==> src/rtl/switch_debounce_sync.sv <==
// Slide-switch conditioner for the gate demo: each raw switch (A = SW15,
// B = SW14) is brought into the clock domain through a two-flop chain,
// then accepted as a new level only after it has held steady for
// DEBOUNCE_CYCLES consecutive clocks. Clean levels and one-cycle
// rise/fall strobes are produced, all straight from flops.
module switch_debounce_sync #(
  parameter int DEBOUNCE_CYCLES = 1000000,
  parameter int CNT_WIDTH       = 20
) (
  input  logic I_P_CLK,
  input  logic I_P_RST,
  input  logic I_P_SW_A,
  input  logic I_P_SW_B,
  output logic O_P_A,
  output logic O_P_B,
  output logic O_P_A_RISE,
  output logic O_P_A_FALL,
  output logic O_P_B_RISE,
  output logic O_P_B_FALL,
  output logic O_P_CHANGE
);

  // Count value at which the next differing cycle commits the new level.
  localparam logic [CNT_WIDTH-1:0] CNT_LAST = CNT_WIDTH'(DEBOUNCE_CYCLES - 1);

  // Channel 0 is switch A, channel 1 is switch B.
  logic [1:0]           w_raw;
  logic [1:0]           r_sync1;
  logic [1:0]           r_sync2;
  logic [1:0]           r_deb;
  logic [CNT_WIDTH-1:0] r_cnt [2];
  logic [1:0]           r_rise;
  logic [1:0]           r_fall;
  logic                 r_change;
  logic [1:0]           w_diff;
  logic [1:0]           w_qualify;
  logic [1:0]           w_riseNext;
  logic [1:0]           w_fallNext;

  assign w_raw = {I_P_SW_B, I_P_SW_A};

  // Two-flop synchroniser per switch; only the second stage is used further on.
  always_ff @(posedge I_P_CLK) begin
    if (I_P_RST) begin
      r_sync1 <= '0;
      r_sync2 <= '0;
    end else begin
      r_sync1 <= w_raw;
      r_sync2 <= r_sync1;
    end
  end

  // Decide per channel whether the synchronised level disagrees with the
  // accepted level and whether this is the cycle that commits it.
  always_comb begin
    w_diff     = '0;
    w_qualify  = '0;
    w_riseNext = '0;
    w_fallNext = '0;
    for (int i = 0; i < 2; i++) begin
      w_diff[i]     = r_sync2[i] ^ r_deb[i];
      w_qualify[i]  = w_diff[i] && (r_cnt[i] == CNT_LAST);
      w_riseNext[i] = w_qualify[i] & r_sync2[i];
      w_fallNext[i] = w_qualify[i] & ~r_sync2[i];
    end
  end

  // Stability counter and accepted level: any agreement clears the count,
  // so a bounce shorter than the threshold never reaches the output.
  always_ff @(posedge I_P_CLK) begin
    if (I_P_RST) begin
      r_deb <= '0;
      for (int i = 0; i < 2; i++) begin
        r_cnt[i] <= '0;
      end
    end else begin
      for (int i = 0; i < 2; i++) begin
        if (!w_diff[i]) begin
          r_cnt[i] <= '0;
        end else if (w_qualify[i]) begin
          r_deb[i] <= r_sync2[i];
          r_cnt[i] <= '0;
        end else begin
          r_cnt[i] <= r_cnt[i] + CNT_WIDTH'(1);
        end
      end
    end
  end

  // Strobes are registered alongside the level so they line up with the
  // first cycle the new level is visible.
  always_ff @(posedge I_P_CLK) begin
    if (I_P_RST) begin
      r_rise   <= '0;
      r_fall   <= '0;
      r_change <= 1'b0;
    end else begin
      r_rise   <= w_riseNext;
      r_fall   <= w_fallNext;
      r_change <= |{w_riseNext, w_fallNext};
    end
  end

  assign O_P_A      = r_deb[0];
  assign O_P_B      = r_deb[1];
  assign O_P_A_RISE = r_rise[0];
  assign O_P_A_FALL = r_fall[0];
  assign O_P_B_RISE = r_rise[1];
  assign O_P_B_FALL = r_fall[1];
  assign O_P_CHANGE = r_change;

endmodule

==> config.mk <==
export PLATFORM = sky130hd
export DESIGN_NAME = switch_debounce_sync
export DESIGN_NICKNAME = d
export VERILOG_FILES = /design/src/rtl/switch_debounce_sync.sv
export SDC_FILE = /design/constraint.sdc
export NUM_CORES = 1
export LEC_CHECK = 0
export CORE_MARGIN = 4
export CORE_UTILIZATION = 53
export CTS_CLUSTER_SIZE = 10
export DETAILED_ROUTE_END_ITERATION = 16
export PLACE_DENSITY_LB_ADDON = 0.12
export SYNTH_ARGS = -nofsm -noshare
export SYNTH_HDL_FRONTEND = slang
export SYNTH_SLANG_ARGS = --single-unit
==> constraint.sdc <==
create_clock -name I_P_CLK -period 5.58 [get_ports I_P_CLK]
set_clock_uncertainty 0.15 [all_clocks]
set_input_delay 0.837 -clock I_P_CLK [delete_from_list [all_inputs] [get_ports I_P_CLK]]
set_output_delay 0.837 -clock I_P_CLK [all_outputs]
set_load 0.03 [all_outputs]
* Word-level counts from Yosys, hierarchy flattened
Memories as Yosys holds them, arrays and structs flattened.
Index checks and enable logic that the tools add are counted.
** Cells by class
- Mux-type cells :: 30
- Bitwise gates (word level) :: 14
- Equality and inequality tests :: 2
- Reductions and logical operators :: 5
- Order comparisons :: 0
- Add/subtract/negate cells :: 2
- Shift operators :: 0
- Multiply operators :: 0
- Div/mod/pow operators :: 0
** Operator list (count)
- two-way mux 20 bit :: 6
- adder 20 x 1 -> 20 bit, second input constant :: 2
- equality test 20 bit, second input constant :: 2
- two-way mux 1 bit :: 24
- OR 1 bit :: 6
- AND 1 bit :: 4
- AND reduction 2 bit :: 2
- OR reduction 4 bit :: 1
- logical AND 1 bit :: 2
- NOT 1 bit :: 2
- XOR 1 bit :: 2
** Word-level totals
- Output and inout bits :: 7
- Register bits after elaboration :: 11
- Bits in writable memories :: 40
- Word-level logic and storage cells :: 61
- Latch bits :: 0
- Input bits :: 4
- Memories kept :: 1
- Memory bits (read-only) :: 0
** Memories
- r_cnt :: words 2, bits a word 20, rd ports 2, clocked after memory_dff 0, write ports 2, RTL line 31 : logic [CNT_WIDTH-1:0] r_cnt [2];

* Depth between registers and ports, before layout
- Depth after elaboration :: 8
- Mapped depth :: 6
- Depth with buffers taken out :: 5

* Worst setup path after synthesis
Ideal clock, no wire load.
- Path kind :: flip-flop to flip-flop
- Start :: memory r_cnt[1][13]
- End :: memory r_cnt[1][11], data pin
- Slack :: 3.297 ns
- Period minus slack after synthesis :: 2.283 ns
- Buffers on the path :: 1
- Library setup time :: 0.254 ns
- Arrival time :: 1.879 ns
- Stages on the path, launching flop included :: 6
- Data required time :: 5.176 ns
- Path through :: edfxtp_1 > or3b_2 > or4_1 > o21ai_2 > buf_4 > nor2_1
** RTL lines (RTL line)
- from (decl) :: 31

==> results.toml <==
[floorplanning]
start_util = 0.5465
die_area_um2 = 6051
die_height_um = 77.79
die_x_um = 77.79
io_pins = 11
num_rows = 25
coreArea_um2 = 4723

[clocking]
cts_tree = "yes"
ctsRootBufferMaster = "clkbuf_8"
post_cts_buffers = 0
h-tree-depth = 2
cts_resized = 0
ctsHoldBuffers = 0
cts.sinks = 51
clk_latency_ps = 300
cts_buffers = 5
clockBufferDepth = 2
path_clk_slew_ps = 90

[timing]
hold_violations = 0
rsz0062_at_grt = "false"
holdWs_ps = 298.6
setup_ws_ps = 2940
finalCritPeriodShare = 0.4730
fmax_mhz = 378.9
slew_violations = 0
period_needed_ps = 2640
tns_ps = 0
finalSetupViolCount = 0
worstMarginPinSlew_ps = 783.8
slew_headroom = 0.4774

[grt]
grt_max_degree = 20
grt_pass1_wl_mm = 8.224
grt_pass1_vias = 1782
track_usage = 0.1702
overflow = 0
antenna_found_initial = 0

[placed_design]
pre_cts_ws_ps = 2907
finalWeightedCongestion = 0.7814
dp_hpwl_mm = 3.371
port_buffers = 10

[synth]
synth.cell_area_um2 = 2581
synth-seq-area-share = 0.5507
ys.flop_type = "edfxtp_1"
ys_top_cells_by_area = "edfxtp_1, dfxtp_1, xnor2_1, nor2_1, nand3_1"
synth.most_common_cell = "edfxtp_1"
async_flop_share = 0
syn_avg_cell_area_um2 = 10.37
synth-warning-count = 0
yosysTopAreaCell = "edfxtp_1"
synth_top_area_share = 0.4653
ys_ff_latch = 51
synth_cell_types = 36
synth-edff-count = 40
synth_cells = 249
synth.top_cells.by_count = "edfxtp_1, nor2_1, nand3_1"

[worst_setup_path]
critical-path-max-stage-delay_ps = 660
crit_type = "reg -> reg"
crit_chain = "or3b_2 > or4_1 > o21ai_2 > nor2_1"
cpMaxStageDelayCell = "o21ai_2"
required_ps = 5460
cp_max_fo = 19
cp-end-kind = "register"
cp.arrival_ps = 2520
setup.worst_path.start_class = "register"

[pwr]
p_per_area_nw_per_um2 = 230.7
p_leak_nw = 0.9714
power_mw = 0.6873
ir_worst_vdd_uv = 129.6

[finish]
num-fill-cells = 402
final_layout_size_suffix_gt1_frac = 0.05667
area_growth_pct = 15.41
n_antenna_cell = 0
fin_util = 0.6307
fin_nets = 305

[drt]
via_per_inst = 5.237
drt-total-wl_mm = 4.660
ant_nets = 0
drt_iter0_drc = 161
wl_per_cell_um = 12.70
vias = 1922
drc = 0
drt-pass1-iter-count = 4

[status]
status = "complete, no violations"

[worst_hold_path]
hold_class = "reg -> reg"

[run]
max_cap_violations = 0
[layout by cell type, fill, tap and decap left out, types with 11 or more instances in the layout]
cell type,instances
nand2_1,14
nand3_1,18
xnor2_1,14
dfxtp_1,11
conb_1,40
edfxtp_1,40
a21oi_1,16
nor2_1,30
[final timing paths]
path | slack [ps] | cells past startpoint | to | start
setup / recovery | 2940 | 4 | r_cnt[1][5] | r_cnt[1][15]
hold / removal | 300 | 1 | r_sync2[1] | r_sync1[1]
hold reg to reg | 300 | 1 | r_sync2[1] | r_sync1[1]
setup reg to reg | 2940 | 4 | r_cnt[1][5] | r_cnt[1][15]
[critical path: cells and delay by family (launching register included)]
| family | cells | cell delay, ps |
|---|---|---|
| flip-flops | 1 | 470 |
| AO/OA/AOI/OAI | 1 | 660 |
| AND/OR/NAND/NOR | 3 | 1090 |
[logic make-up (layout without fill, tap and decap cells)]
kind of cell	Yosys count	count (layout)	synth area share
XOR/XNOR	24	24	0.08143
AO/OA/AOI/OAI	34	34	0.07319
buffers and inverters	12	24	0.01939
adder cells (fa/ha/maj)	2	2	0.009693
AND/OR/NAND/NOR	125	125	0.2642
flip-flops	51	51	0.5507
other	1	40	0.001453
[report_power, final]
| part | internal, mW | switching [mW] | leakage [nW] | total [mW] |
|---|---|---|---|---|
| clock network | 0.100 | 0.119 | 0.0482 | 0.219 |
| registers | 0.423 | 0.0152 | 0.502 | 0.438 |
| logic | 0.0123 | 0.0177 | 0.421 | 0.0300 |
| total | 0.535 | 0.152 | 0.971 | 0.687 |
[sequential cells by signal, indices dropped and copies added (netlist names)]
signal      flops
r_cnt          40
r_deb           2
r_sync1         2
r_fall          2
r_rise          2
O_P_CHANGE      1
r_sync2         2
[routing by layer]
| metal | global-route usage | wire length (um) | up-vias |
|---|---|---|---|
| met5 | 0 | 0 | - |
| met4 | 0.04804 | 47 | 0 |
| met3 | 0.04292 | 195 | 6 |
| met2 | 0.2646 | 2083 | 37 |
| met1 | 0.2357 | 2333 | 891 |
| li1 | - | - | 988 |
[through the flow]
stage / area, um^2 / std cells
6_report: 2979 / 367
5_1_grt: 2979 / 367
4_1_cts: 2979 / 367
3_5_place_dp: 2888 / 359
3_3_place_gp: 2888 / 359
2_1_floorplan: 2728 / 288
[final cells by class]
class,count,area [um^2],area share
well taps,67,83.83,0.02814
inverters,5,18.77,0.006300
repair buffers,11,107.6,0.03612
clock buffers,7,86.33,0.02898
flip-flops and latches,51,1421,0.4771
multi-input cells,225,1256,0.4217
clock inverters,1,5.005,0.001680
(Power assumes the default switching activity.)
